`src/rtl/dmem_initiator.sv`:
```
`default_nettype none
// ---------------------------------------------------------------------------
// dmem_initiator : MEM-stage load/store initiator for a fixed-latency data memory
// Revision: 1.0
// ---------------------------------------------------------------------------
module dmem_initiator #(
  parameter int WORD_LEN    = 32,
  parameter int MEM_LATENCY = 2,
  parameter int BASE_ADDR   = 1024
) (
  input  logic                clk,
  input  logic                rst,
  input  logic                memReadEn,
  input  logic                memWriteEn,
  input  logic [WORD_LEN-1:0] address,
  input  logic [WORD_LEN-1:0] writeData,
  output logic [WORD_LEN-1:0] readData,
  output logic                freeze,
  output logic                accessErr,
  output logic [WORD_LEN-1:0] dmAddress,
  output logic [WORD_LEN-1:0] dmDataOut,
  input  logic [WORD_LEN-1:0] dmDataIn,
  output logic                dmReadEn,
  output logic                dmWriteEn
);

  localparam int                  CNT_W    = (MEM_LATENCY > 1) ? $clog2(MEM_LATENCY) : 1;
  localparam logic [CNT_W-1:0]    CNT_INIT = CNT_W'(MEM_LATENCY - 1);
  localparam logic [WORD_LEN-1:0] BASE     = WORD_LEN'(BASE_ADDR);

  typedef enum logic [1:0] {
    IDLE   = 2'd0,
    ACCESS = 2'd1,
    DONE   = 2'd2
  } state_t;

  state_t              state_q, state_d;
  logic [CNT_W-1:0]    cnt_q, cnt_d;
  logic [WORD_LEN-1:0] addr_q, addr_d;
  logic [WORD_LEN-1:0] wd_q, wd_d;
  logic [WORD_LEN-1:0] rd_q, rd_d;
  logic                is_write_q, is_write_d;

  logic                req;
  logic                mapped;
  logic                freeze_c, err_c, rden_c, wren_c;
  logic [WORD_LEN-1:0] rdata_c, daddr_c, dout_c;

  assign req    = memReadEn | memWriteEn;
  // Compare against the full byte address, before word alignment
  assign mapped = (address >= BASE);

  always_ff @(posedge clk) begin
    if (!rst) begin
      state_q    <= IDLE;
      cnt_q      <= '0;
      addr_q     <= '0;
      wd_q       <= '0;
      rd_q       <= '0;
      is_write_q <= 1'b0;
    end else begin
      state_q    <= state_d;
      cnt_q      <= cnt_d;
      addr_q     <= addr_d;
      wd_q       <= wd_d;
      rd_q       <= rd_d;
      is_write_q <= is_write_d;
    end
  end

  always_comb begin
    state_d    = state_q;
    cnt_d      = cnt_q;
    addr_d     = addr_q;
    wd_d       = wd_q;
    rd_d       = rd_q;
    is_write_d = is_write_q;
    freeze_c   = 1'b0;
    err_c      = 1'b0;
    rden_c     = 1'b0;
    wren_c     = 1'b0;
    rdata_c    = '0;
    daddr_c    = '0;
    dout_c     = '0;

    case (state_q)
      IDLE: begin
        if (req) begin
          if (mapped) begin
            freeze_c   = 1'b1;
            err_c      = memReadEn & memWriteEn;
            addr_d     = {address[WORD_LEN-1:2], 2'b00};
            wd_d       = writeData;
            is_write_d = memWriteEn;
            cnt_d      = CNT_INIT;
            state_d    = ACCESS;
          end else begin
            err_c = 1'b1;
          end
        end
      end

      ACCESS: begin
        freeze_c = 1'b1;
        daddr_c  = addr_q;
        dout_c   = wd_q;
        rden_c   = ~is_write_q;
        // One write strobe per store, in the last access cycle
        wren_c   = is_write_q && (cnt_q == '0);
        if (cnt_q != '0) begin
          cnt_d = cnt_q - 1'b1;
        end else begin
          if (!is_write_q) begin
            rd_d = dmDataIn;
          end
          state_d = DONE;
        end
      end

      DONE: begin
        rdata_c = is_write_q ? '0 : rd_q;
        state_d = IDLE;
      end

      default: begin
        state_d = IDLE;
      end
    endcase
  end

  assign freeze    = rst & freeze_c;
  assign accessErr = rst & err_c;
  assign dmReadEn  = rst & rden_c;
  assign dmWriteEn = rst & wren_c;
  assign readData  = rst ? rdata_c : '0;
  assign dmAddress = rst ? daddr_c : '0;
  assign dmDataOut = rst ? dout_c  : '0;

endmodule
`default_nettype wire

```
`config.mk`:
```
export PLATFORM = sky130hd
export DESIGN_NAME = dmem_initiator
export DESIGN_NICKNAME = d
export VERILOG_FILES = /design/src/rtl/dmem_initiator.sv
export SDC_FILE = /design/constraint.sdc
export NUM_CORES = 1
export LEC_CHECK = 0
export ABC_AREA = 1
export ABC_CLOCK_PERIOD_IN_PS = 3300
export BUFFER_PORTS_ARGS = -buffer_cell sky130_fd_sc_hd__buf_2
export CAP_MARGIN = 20
export CORE_MARGIN = 4
export CORE_UTILIZATION = 25
export DETAILED_ROUTE_END_ITERATION = 16
export PLACE_DENSITY = 0.51
export SETUP_SLACK_MARGIN = 0.4
export SLEW_MARGIN = 10
export SYNTH_ARGS = -nofsm -noshare
export SYNTH_HDL_FRONTEND = slang
export SYNTH_SLANG_ARGS = --single-unit
```
`constraint.sdc`:
```
create_clock -name clk -period 3.3 [get_ports clk]
set_input_delay 0.33 -clock clk [delete_from_list [all_inputs] [get_ports clk]]
set_output_delay 0.33 -clock clk [all_outputs]
set_load 0.02 [all_outputs]
```
==> summary.md <==
| Metric | Value |
|---|---|
| Leak | ~0.0039 uW |
| Setup bufs post-CTS | 0 |
| RSZ-0062 raised after global routing | no |
| Hold Crit Class | in -> reg |
| Placer Congestion | around 0.74 |
| Nets | 1,125 |
| DR vias | between 5,000 and 6,000 |
| DR pass1 iterations | 4 |
| Top cell type's share of synthesized area | 0.3757 |
| DIE WIDTH | ~150 um |
| CTS clk-pin slew, worst paths | roughly 0.07 ns |
| Clock sinks | 98 |
| Netlist cell types | 20 |
| Worst Hold Path EP | rd_q[16] |
| VDD IR max | about 210 uV |
| Total gr overflow | 0 |
| Hold path depth | 3 |
| # setup viols final | 0 |
| CP max FO | 43 |
| Row cnt | 52 |
| Buffers on Ports | around 200 |
| CTS Hold Bufs | 0 |
| Least-Margin Pin Slew | 0.8842 ns |
| N_diodes | 0 |
| Routed Antenna Nets | 0 |
| Via/cell ratio | about 4.2 |
| Worst Path Arrival | 1.76 ns |
| Initial Utilization | 0.2565 |
| Slew HR | 0.4105 |
| #FFs+latches synth | 98 |
| Initial antenna violation count | 0 |
| Max Buffers Root-to-Sink | 2 |
| Fraction of registers with async set/reset | 0 |
| Pwr per Cell Area | 475.3 nW/um^2 |
| Pre-CTS setup slack | 1.159 ns |
| Yosys top cell by area | dfxtp_1 |
| Overall Global Routing Usage | 0.1402 |
| Top FF cell, synth | dfxtp_1 |
| CTS resizes | 0 |
| Vias in the first global route | between 5,000 and 6,000 |
| Setup TNS | 0 ns |
| H-tree Lvls | 3 |
| Core ar. | slightly above 20,000 um^2 |
| Top Ports | 200 |
| Number of synthesized flops with an enable pin | 0 |
| TritonCTS clock tree | done |
| Hold Path Origin | dmDataIn[16] |
| Detailed placement HPWL | 11.08 mm |
| Min cycle time layout | ~2.1 ns |
| Mapped cell area | around 5200 um^2 |
| Largest net degree at the start of global routing | between 90 and 100 |
| Share of cells above drive strength 1 | 0.2301 |
| DRC | 0 |
| Warnings from Yosys | 0 |
| Latest clock arrival within the worst-skew pair | roughly 0.35 ns |
| Reg-to-reg startpoint | state_q[0] |
| Worst setup SP type | flip-flop |
| Root buf cell | clkbuf_16 |
| Worst setup margin | between 1 and 1.5 ns |
| Clk_skew | approximately 0.0064 ns |
| First DRT Iteration DRCs | approximately 270 |
| Commonest non-fill, non-tap cell in the layout | buf_2 |
| Die Y | between 150 and 200 um |
| Critical Path RT | between 2 and 3 ns |
| Setup CP Type | reg -> out |
| Cell count after synthesis | between 800 and 900 |
| Synth area leaders | dfxtp_1 (38%), inv_1 (13%), nor2_1 (13%) |
| Layout filler cell count | roughly 2,400 |
| Synth Area per Inst | roughly 6.0 um^2 |
| Syn-to-layout area delta | 27.50% |
| Register area share after synthesis | 0.3757 |
| Sequential cell area | about 2000 um^2 |
| Max-cap viol count | 0 |
| Multi-input gate area | approximately 2300 um^2 |
| Average routed wire per standard cell | ~13 um |
| Worst setup EP type | output port |
| First-pass GRT wire length | 27.00 mm |
| Max Slew Vio Count | 0 |
| Total Wirelength | roughly 17 mm |
| Worst-case reg-to-reg path depth | 6 |
| Max Fclk | 478.7 MHz |
| Final hold vios | 0 |
| Die ar. | between 20,000 and 25,000 um^2 |
| Hold Worst Slack | between 0.2 and 0.25 ns |
| R2r endpoint | rd_q[29] |
| Status | completed |
| Final Cycle Share | 0.6330 |
| Flop2flop setup slack | roughly 1.5 ns |
| Total CTS buffers | 9 |
| Most frequent cells in the layout | buf_2 (194), inv_1 (186), nor2_1 (174) |
## report_power, final
part | total [uW] | switching [uW] | leakage, uW | internal (uW)
Clock | 1080 | 488 | 0.000142 | 587
Sequential | 1370 | 47.9 | 0.000811 | 1320
Combinational | 723 | 479 | 0.00291 | 244
Total | 3160 | 1010 | 0.00386 | 2150
## cell usage after synthesis (4+ instances only)
cell / count
buf_2: 26
dfxtp_1: 98
a21oi_1: 4
inv_1: 187
clkbuf_1: 25
buf_4: 6
nand4_1: 62
nand2_1: 168
nand3_1: 5
o21ai_1: 30
nor2_1: 174
inv_2: 4
nor3_1: 64
buf_1: 9
## metrics by stage
stage | std cells | util | power, uW | cell area, um^2
2_1_floorplan | 870 | - | 1912 | 5226
4_1_cts | 1300 | 0.3270 | 3224 | 6659
3_3_place_gp | 1284 | 0.3125 | 2121 | 6365
3_5_place_dp | 1284 | 0.3125 | 2122 | 6365
5_1_grt | 1300 | 0.3270 | 3381 | 6659
6_report | 1300 | 0.3270 | 3165 | 6659
## worst max-delay path, cell delays in order (launching register included)
cell     delay, ns
dfxtp_1       0.44
nand2_2       0.12
buf_4         0.31
nor3_1        0.31
buf_2         0.23
## worst max path at each step
stage / from / end / slack [ns] / depth (start not counted)
floorplan: state_q[1] / dmWriteEn / 1.61 / 4
global placement: address[28] / addr_q[16] / 1.17 / 11
detailed placement: address[12] / addr_q[23] / 1.16 / 11
CTS: state_q[1] / freeze / 1.17 / 5
global route: state_q[1] / freeze / 1.08 / 5
finish: state_q[0] / dmAddress[25] / 1.21 / 4
## state kept, by name, summed over array words and instances (netlist names)
register and flops:
cnt_q 1, is_write_q 1, addr_q 30, wd_q 32, state_q 2, rd_q 32
## cell families after synthesis
logic type / synth area share
compound gates: 0.03450
simple gates: 0.3939
flops: 0.3757
buf+inv: 0.1953
other cells: 0.0007180
## routing by layer
layer  vias up  share of wire  track usage
met1      2434           0.46       0.1749
met3         9          0.092      0.06220
met2       162           0.44       0.2273
met5         -              0            0
li1       2912              -            -
met4         0         0.0074      0.02630
## cell type report
cell class,count,share of cell area
clock buffer,9,0.03382
clock inverter,7,0.01033
inverter,191,0.1077
multi-input combinational,515,0.3390
sequential,98,0.2946
tap,270,0.05073
timing repair buffer,210,0.1638
(Power assumes the default switching activity.)
